## config.mk

```make
export PLATFORM = sky130hd
export DESIGN_NAME = truth_table_sweeper
export DESIGN_NICKNAME = d
export VERILOG_FILES = /design/src/rtl/sweeper_pkg.sv /design/src/rtl/sweep_timer.sv /design/src/rtl/truth_table_sweeper.sv
export SDC_FILE = /design/constraint.sdc
export NUM_CORES = 1
export LEC_CHECK = 0
export ABC_AREA = 1
export CELL_PAD_IN_SITES_DETAIL_PLACEMENT = 0
export CELL_PAD_IN_SITES_GLOBAL_PLACEMENT = 2
export CORE_ASPECT_RATIO = 1.1
export CORE_MARGIN = 1
export CORE_UTILIZATION = 32
export CTS_BUF_LIST = sky130_fd_sc_hd__clkbuf_2 sky130_fd_sc_hd__clkbuf_4 sky130_fd_sc_hd__clkbuf_8
export DETAILED_ROUTE_END_ITERATION = 8
export PLACE_DENSITY_LB_ADDON = 0.1
export SLEW_MARGIN = 20
export SYNTH_ARGS = -nofsm -noshare
export SYNTH_HDL_FRONTEND = slang
export SYNTH_SLANG_ARGS = --single-unit
export TNS_END_PERCENT = 10
```

## constraint.sdc

```tcl
create_clock -name clk -period 2.3 [get_ports clk]
set_input_delay 0.345 -clock clk [delete_from_list [all_inputs] [get_ports clk]]
set_output_delay 0.345 -clock clk [all_outputs]
set_load 0.05 [all_outputs]
```

## src/rtl/sweeper_pkg.sv

```systemverilog
// Shared types and sizing helpers for the truth-table sweeper.
package sweeper_pkg;

    typedef enum logic [1:0] {
        IDLE,
        INIT,
        APPLY,
        DONE
    } state_e;

    function automatic int timer_w(input int dwell, input int hold);
        int m;
        m = (dwell > hold) ? dwell : hold;
        return (m < 2) ? 1 : $clog2(m);
    endfunction

endpackage

```

## src/rtl/sweep_timer.sv

```systemverilog
// Loadable down-counter; tc_o is high while the count sits at zero.
module sweep_timer #(
    parameter int W = 7
) (
    input  logic         clk,
    input  logic         rst_n,
    input  logic         load_i,
    input  logic [W-1:0] load_val_i,
    input  logic         en_i,
    output logic         tc_o
);

    logic [W-1:0] count_q;
    logic [W-1:0] count_d;

    always_comb begin
        count_d = count_q;
        if (load_i) begin
            count_d = load_val_i;
        end else if (en_i && count_q != '0) begin
            count_d = count_q - W'(1);
        end
    end

    always_ff @(posedge clk or negedge rst_n) begin
        if (!rst_n) begin
            count_q <= '0;
        end else begin
            count_q <= count_d;
        end
    end

    assign tc_o = (count_q == '0);

endmodule

```

## src/rtl/truth_table_sweeper.sv

```systemverilog
// Exhaustive stimulus engine: steps all input vectors, checks a 1-bit DUT
// output against a latched truth table and reports errors.
module truth_table_sweeper
    import sweeper_pkg::*;
#(
    parameter int N_IN      = 3,
    parameter int DWELL     = 100,
    parameter int INIT_HOLD = 100
) (
    input  logic                 clk,
    input  logic                 rst_n,
    input  logic                 start,
    input  logic                 abort,
    input  logic [2**N_IN-1:0]   expected,
    input  logic                 dut_out,
    output logic [N_IN-1:0]      dut_in,
    output logic                 busy,
    output logic                 done,
    output logic                 pass,
    output logic [N_IN:0]        err_count,
    output logic [N_IN-1:0]      first_fail_vec,
    output logic                 first_fail_valid
);

    localparam int NUM_VEC = 2 ** N_IN;
    localparam int VW      = N_IN;
    localparam int EW      = N_IN + 1;
    localparam int TW      = timer_w(DWELL, INIT_HOLD);

    localparam logic [TW-1:0] DWELL_LD = TW'(DWELL - 1);
    localparam logic [TW-1:0] INIT_LD  =
        TW'((INIT_HOLD > 0) ? INIT_HOLD - 1 : 0);
    localparam logic [VW-1:0] LAST_VEC = VW'(NUM_VEC - 1);

    state_e               state_q, state_d;
    logic [VW-1:0]        vec_q, vec_d;
    logic [NUM_VEC-1:0]   exp_q, exp_d;
    logic [EW-1:0]        err_q, err_d;
    logic [VW-1:0]        ffv_q, ffv_d;
    logic                 ffval_q, ffval_d;
    logic                 pass_q, pass_d;

    logic                 tmr_load;
    logic [TW-1:0]        tmr_val;
    logic                 tmr_en;
    logic                 tmr_tc;

    sweep_timer #(
        .W(TW)
    ) u_timer (
        .clk        (clk),
        .rst_n      (rst_n),
        .load_i     (tmr_load),
        .load_val_i (tmr_val),
        .en_i       (tmr_en),
        .tc_o       (tmr_tc)
    );

    always_ff @(posedge clk or negedge rst_n) begin
        if (!rst_n) begin
            state_q <= IDLE;
            vec_q   <= '0;
            exp_q   <= '0;
            err_q   <= '0;
            ffv_q   <= '0;
            ffval_q <= 1'b0;
            pass_q  <= 1'b0;
        end else begin
            state_q <= state_d;
            vec_q   <= vec_d;
            exp_q   <= exp_d;
            err_q   <= err_d;
            ffv_q   <= ffv_d;
            ffval_q <= ffval_d;
            pass_q  <= pass_d;
        end
    end

    always_comb begin
        state_d  = state_q;
        vec_d    = vec_q;
        exp_d    = exp_q;
        err_d    = err_q;
        ffv_d    = ffv_q;
        ffval_d  = ffval_q;
        pass_d   = pass_q;
        tmr_load = 1'b0;
        tmr_val  = DWELL_LD;
        unique case (state_q)
            IDLE: begin
                if (start && !abort) begin
                    exp_d    = expected;
                    err_d    = '0;
                    ffv_d    = '0;
                    ffval_d  = 1'b0;
                    pass_d   = 1'b0;
                    vec_d    = '0;
                    tmr_load = 1'b1;
                    if (INIT_HOLD == 0) begin
                        state_d = APPLY;
                        tmr_val = DWELL_LD;
                    end else begin
                        state_d = INIT;
                        tmr_val = INIT_LD;
                    end
                end
            end
            INIT: begin
                if (abort) begin
                    state_d = IDLE;
                    pass_d  = 1'b0;
                end else if (tmr_tc) begin
                    state_d  = APPLY;
                    tmr_load = 1'b1;
                    tmr_val  = DWELL_LD;
                end
            end
            APPLY: begin
                if (abort) begin
                    state_d = IDLE;
                    pass_d  = 1'b0;
                end else if (tmr_tc) begin
                    if (dut_out != exp_q[vec_q]) begin
                        err_d = err_q + EW'(1);
                        if (!ffval_q) begin
                            ffv_d   = vec_q;
                            ffval_d = 1'b1;
                        end
                    end
                    // Explicit terminal test keeps vec from wrapping to 0.
                    if (vec_q == LAST_VEC) begin
                        state_d = DONE;
                        pass_d  = (err_d == '0);
                    end else begin
                        vec_d    = vec_q + VW'(1);
                        tmr_load = 1'b1;
                        tmr_val  = DWELL_LD;
                    end
                end
            end
            DONE: begin
                state_d = IDLE;
                vec_d   = '0;
            end
            default: begin
                state_d = IDLE;
            end
        endcase
    end

    always_comb begin
        busy             = (state_q == INIT) || (state_q == APPLY);
        done             = (state_q == DONE);
        dut_in           = (state_q == APPLY) ? vec_q : '0;
        tmr_en           = busy;
        pass             = pass_q;
        err_count        = err_q;
        first_fail_vec   = ffv_q;
        first_fail_valid = ffval_q;
    end

endmodule

```

Word-level counts from Yosys, hierarchy flattened
Cells that the tools add are included.
W data, S select, Z words.
{"block": "totals", "reg_bits": 29, "output_inout_bits": 14}
{"block": "classes", "add_sub_neg": 3, "n_eq_ne": 15, "n_reduce_logical": 19, "muxes": 47, "order_cmp": 1}
{"operator": "$mux W4", "n": 7}
{"operator": "$mux W3", "n": 9}
{"operator": "$mux W1", "n": 15}
{"operator": "$reduce_and A5 Y1", "n": 3}
{"operator": "$mux W7", "n": 2}
{"operator": "$ne A2 B2 Y1 const B", "n": 7}
{"operator": "$mux W2", "n": 6}
{"operator": "$ne A3 B3 Y1 const B", "n": 3}
{"operator": "$pmux W3 S3", "n": 1}
{"operator": "$pmux W2 S4", "n": 1}
{"operator": "$pmux W4 S2", "n": 1}
{"operator": "$reduce_and A4 Y1", "n": 2}
{"operator": "$logic_not A7 Y1", "n": 1}
{"operator": "$reduce_bool A7 Y1", "n": 1}
{"operator": "$sub A7 B1 Y7 const B", "n": 1}
{"operator": "$pmux W1 S3", "n": 2}
{"operator": "$pmux W3 S2", "n": 1}
{"operator": "$reduce_and A6 Y1", "n": 1}
{"operator": "$reduce_bool A3 Y1", "n": 2}
{"operator": "$add A4 B1 Y4 const B", "n": 1}
{"operator": "$eq A2 B2 Y1 const B", "n": 2}
{"operator": "$logic_not A4 Y1", "n": 1}
{"operator": "$lt A3 B4 Y1 const B", "n": 1}
{"operator": "$reduce_bool A2 Y1", "n": 2}
{"operator": "11 further kinds", "n": 12}

Depth between registers and ports, before layout
{"block": "logic_depth", "depth_word": 12, "mapped_depth": 13, "depth_no_buf": 13}

Cells and area by module
From an unflattened synthesis, not the netlist that was laid out.
{"block": "unflattened", "hier_cells": 254, "area_unflattened_um2": 1808.0}
{"module": "truth_table_sweeper", "area_each_um2": 1322.5, "n_inst": 1, "cells_each": 179, "seq_area_each_um2": 550.5}
{"module": "sweep_timer", "area_each_um2": 485.5, "n_inst": 1, "cells_each": 75, "seq_area_each_um2": 175.2}

Least setup slack after synthesis
No wires, ideal clock.
{"block": "synth_timing", "kind": "register to register", "from": "register state_q[0]", "to": "register u_timer.count_q[5]", "path_stages_with_launch": 8, "t_arrival_ns": 1.674, "n_path_buf": 0, "required_time_ns": 2.180, "setup_time_ns": 0.120, "slack_ns": 0.506, "cell_sequence": "dfrtp_1 inv_1 ha_1 nand2_1 a21oi_4 inv_2 o21ai_1 nand2_1"}
{"block": "synth_between", "elab_chain_len": 4, "word_cells_on_any_way": 8, "classes_between": "2 x eq/ne; 2 x mux; 4 x reduce/logical"}
{"item": "start, declared", "line": "truth_table_sweeper.sv:35", "text": "state_e state_q, state_d;"}
{"item": "start signal, assigned", "line": "truth_table_sweeper.sv:69", "text": "state_q <= state_d;"}
{"item": "$eq A2 B1 Y1 or $eq A2 B2 Y1 (tied branches)", "line": "truth_table_sweeper.sv:152", "text": "busy = (state_q == INIT) || (state_q == APPLY);"}
{"item": "$logic_or A1 B1 Y1 (*)", "line": "truth_table_sweeper.sv:152"}
{"item": "via busy", "line": "truth_table_sweeper.sv:17", "text": "output logic busy,"}
{"item": "$logic_and A1 B1 Y1 (*)", "line": "sweep_timer.sv:20", "text": "end else if (en_i && count_q != '0) begin"}
{"item": "$reduce_bool A2 Y1 (no source line) (*)"}
{"item": "end signal, assigned", "line": "sweep_timer.sv:29", "text": "count_q <= count_d;"}
{"item": "end, declared", "line": "sweep_timer.sv:13", "text": "logic [W-1:0] count_q;"}
The timed path passes the listed nets; every way through them passes the cells marked *.
A chain may end at the register's enable or synchronous reset.

Worst setup path in the final report
{"block": "layout_timing", "from": "register state_q[0]", "to": "output port done"}
{"block": "layout_between", "elab_chain_len": 1}
{"item": "$eq A2 B2 Y1", "line": "truth_table_sweeper.sv:153", "text": "done = (state_q == DONE);"}
{"item": "end, declared", "line": "truth_table_sweeper.sv:18", "text": "output logic done,"}
Every way passes these cells.

==> summary.md <==
| Metric | Value |
|---|---|
| Period minus WS final | 2.10 ns |
| Syn_area_per_cell | 7.71 um^2 |
| I/O pin count | 27 |
| ANT nets after route | 0 |
| Place WS | 0.333 ns |
| Post-route cell area | between 0.002 and 0.0025 mm^2 |
| CORE AREA | 0.00513 mm^2 |
| Tcrit/Tclk final | approximately 91% |
| Post-Synth XOR/XNOR Area | under 10% |
| Worst skew pair latency | 0.28 ns |
| Main synth FF type | dfrtp_1 |
| CTS H-Tree Depth | 2 |
| FFs w/ async S/R, synth | 100% |
| Delay of the slowest cell on the worst path | 0.82 ns |
| First-pass GRT wire length | 6410 um |
| First drt pass iteration count | 4 |
| Die X | 72.4 um |
| Clock root buffer | clkbuf_8 |
| Synth Net Count | 249 |
| Synthesized instance count | 226 |
| Most frequent cells after synthesis | nand2_1, dfrtp_1, inv_1 |
| Adder-Cell Fraction of Synth Area | 7.18% |
| Die H | between 70 and 80 um |
| CP Max Fanout | 4 |
| Flops & latches, synth | 29 |
| Die area | about 0.0057 mm^2 |
| Area of the mapped netlist | 0.00174 mm^2 |
| Placed inst area | 0.00214 mm^2 |
| Number of synthesis warnings | 0 |
| Setup tns final | 0 ns |
| # diodes | 0 |
| CP Launch Type | flop |
| Worst vdd ir | 624 uV |
| Half-perimeter wire length after placement | 2770 um |
| DR iter-0 viols | 56 |
| Largest family of logic cells by synthesized area | simple AND/OR/NAND/NOR gates |
| Num CTS Buffers | 5 |
| HP Class | in2async |
| CP max stage cell | clkdlybuf4s50_1 |
| Compound-gate portion of the synthesized area | 11.8% |
| Final Hold Viols | 0 |
| Reg clk slew, reported paths | 0.07 ns |
| Max Slew Vio Count | 0 |
| Nets | around 280 |
| MaxCap Viol Count | 0 |
| Final worst slack | 0.202 ns |
| Final non-filler cell total | 333 |
| Placed Instances | between 300 and 400 |
| CTS tree | built |
| Number of vias per cell | around 4.5 |
| Hold Slack | 0.456 ns |
| Top cell type by total area after synthesis | dfrtp_1 |
| LEAKAGE | 1.12 nW |
| PwrDens | 1190 mW/mm^2 |
| Drt wl/cell | approximately 11 um |
| Top-count cell post-synth | nand2_1 |
| Final Setup Violations | 0 |
| Measured slew at the worst slew-check pin | 0.498 ns |
| Largest net degree at the start of global routing | 30 |
| R2r endpoint | u_timer.count_q[5] |
| Gr usage total | 14.4% |
| Bufs on Longest Clock Path | 2 |
| Unrepaired setup endpoints after global routing | no |
| Yosys top cell area share | 41.6% |
| Number of global-route vias before repair | 1,411 |
| Worst setup EP type | output pin |
| Number of enable flip-flop cells after synthesis | 0 |
| Slew HR | 66.7% |
| Crit path kind | reg2out |
| Vias after detailed routing | 1,496 |
| Yosys cell types | 28 |
| Gpl congestion | 0.810 |
| Setup Skew | 0.00930 ns |
| Post-synthesis mux area share | 0% |
| Rows | 27 |
| Tot Pwr | approximately 2.7 mW |
| Wire length after detailed routing | 3750 um |
| Starting density of the core | 33.9% |
| Initial antenna violation count | 0 |
| Req. time, crit path | 1.96 ns |
| Seq/Total Area, Yosys | 41.6% |
| Reg-to-reg critical path startpoint | vec_q[0] |
| Post-synthesis simple-gate area fraction | 30.2% |
| Worst endpoint data arrival time | 1.75 ns |
| Max Fclk | ~0.48 GHz |
| Flop-to-flop setup slack | 0.40 ns |
| Reg2reg path depth | 11 |
| Share of cells above drive strength 1 | 15.3% |
| Grt total ovfl | 0 |
| Area growth, synth to finish | 29.6% |
| Dominant cells by area after synthesis | dfrtp_1, nand2_1, ha_1, inv_1, nand3_1 |
| Status | finished clean |
| DRC viols | 0 |
| Cells along the critical path | ha_1 > clkdlybuf4s50_1 |
| Post-Route Utilization | 44.0% |
| # port buffers | 26 |
| Clock sinks | 29 |
## how the worst max path moves through the flow
stage                     cells after the start                  to       start  slack [ns]
after floorplan                               7  u_timer.count_q[5]  state_q[0]        0.51
after global placement                        3                busy  state_q[0]        0.33
after detailed placement                     12  u_timer.count_q[5]       abort        0.33
after CTS                                     3                busy  state_q[0]        0.02
after global routing                          2                done  state_q[0]        0.15
final                                         2                done  state_q[0]        0.20
## critical path, delay by kind of cell (launching register included)
kind	cells	cell delay, ns
adder cells (fa/ha/maj)	1	0.24
buffers and inverters	1	0.82
flip-flops	1	0.42
## cell type report
cell class	instances	area, um^2
fill	556	2880
multi-input combinational	159	873
sequential	29	726
timing repair buffer	29	315
inverter	36	135
tap	72	90.1
clock buffer	6	82.6
clock inverter	2	37.5
## where the power goes
group	internal [mW]	total [mW]	switching, mW
logic	0.455	1.31	0.858
registers	0.681	0.805	0.124
clock network	0.352	0.560	0.208
total	1.49	2.68	1.19
## cell families after synthesis
family                     count (synthesis)
adders and majority gates                 10
and+or+nand+nor                          111
DFF                                       29
AOI/OAI and AO/OA                         36
buffers and inverters                     38
xor gates and xnor gates                   2
## registers in the layout, summed over array words and instances (netlist names)
register          cells
err_count             4
exp_q                 8
first_fail_valid      1
first_fail_vec        3
pass                  1
state_q               2
u_timer.count_q       7
vec_q                 3
## cells in the final DEF (no fill, tap or decap), types with 2 or more instances in the layout
cell / synthesis / final
buf_12: 0 / 3
nand2_1: 54 / 54
or2_2: 2 / 2
buf_4: 0 / 3
nand2_2: 5 / 5
inv_1: 28 / 28
nor2_1: 20 / 20
o21ai_0: 8 / 8
clkdlybuf4s50_1: 0 / 22
nor3_1: 2 / 2
ha_1: 10 / 10
clkbuf_8: 0 / 6
o21ai_1: 7 / 7
xor2_1: 2 / 2
nand2_4: 3 / 3
nand3_2: 4 / 4
dfrtp_1: 29 / 29
inv_2: 8 / 8
a21oi_1: 15 / 15
nand3_1: 17 / 17
## metal layers
layer  part of all wire (%)  routed length (um)  track usage [%]
met1                     48                1800             18.1
met2                     48                1790             24.4
met3                    3.8                 142             3.41
met4                   0.40                  15             4.12
met5                      0                   0                0
## timing repair
item                       CTS  global route
setup endpoints to repair    0             1
setup buffers                0             0
gates resized for setup      0             1
hold buffers                 0             0
Note: power is estimated with default switching activity, not from simulation.
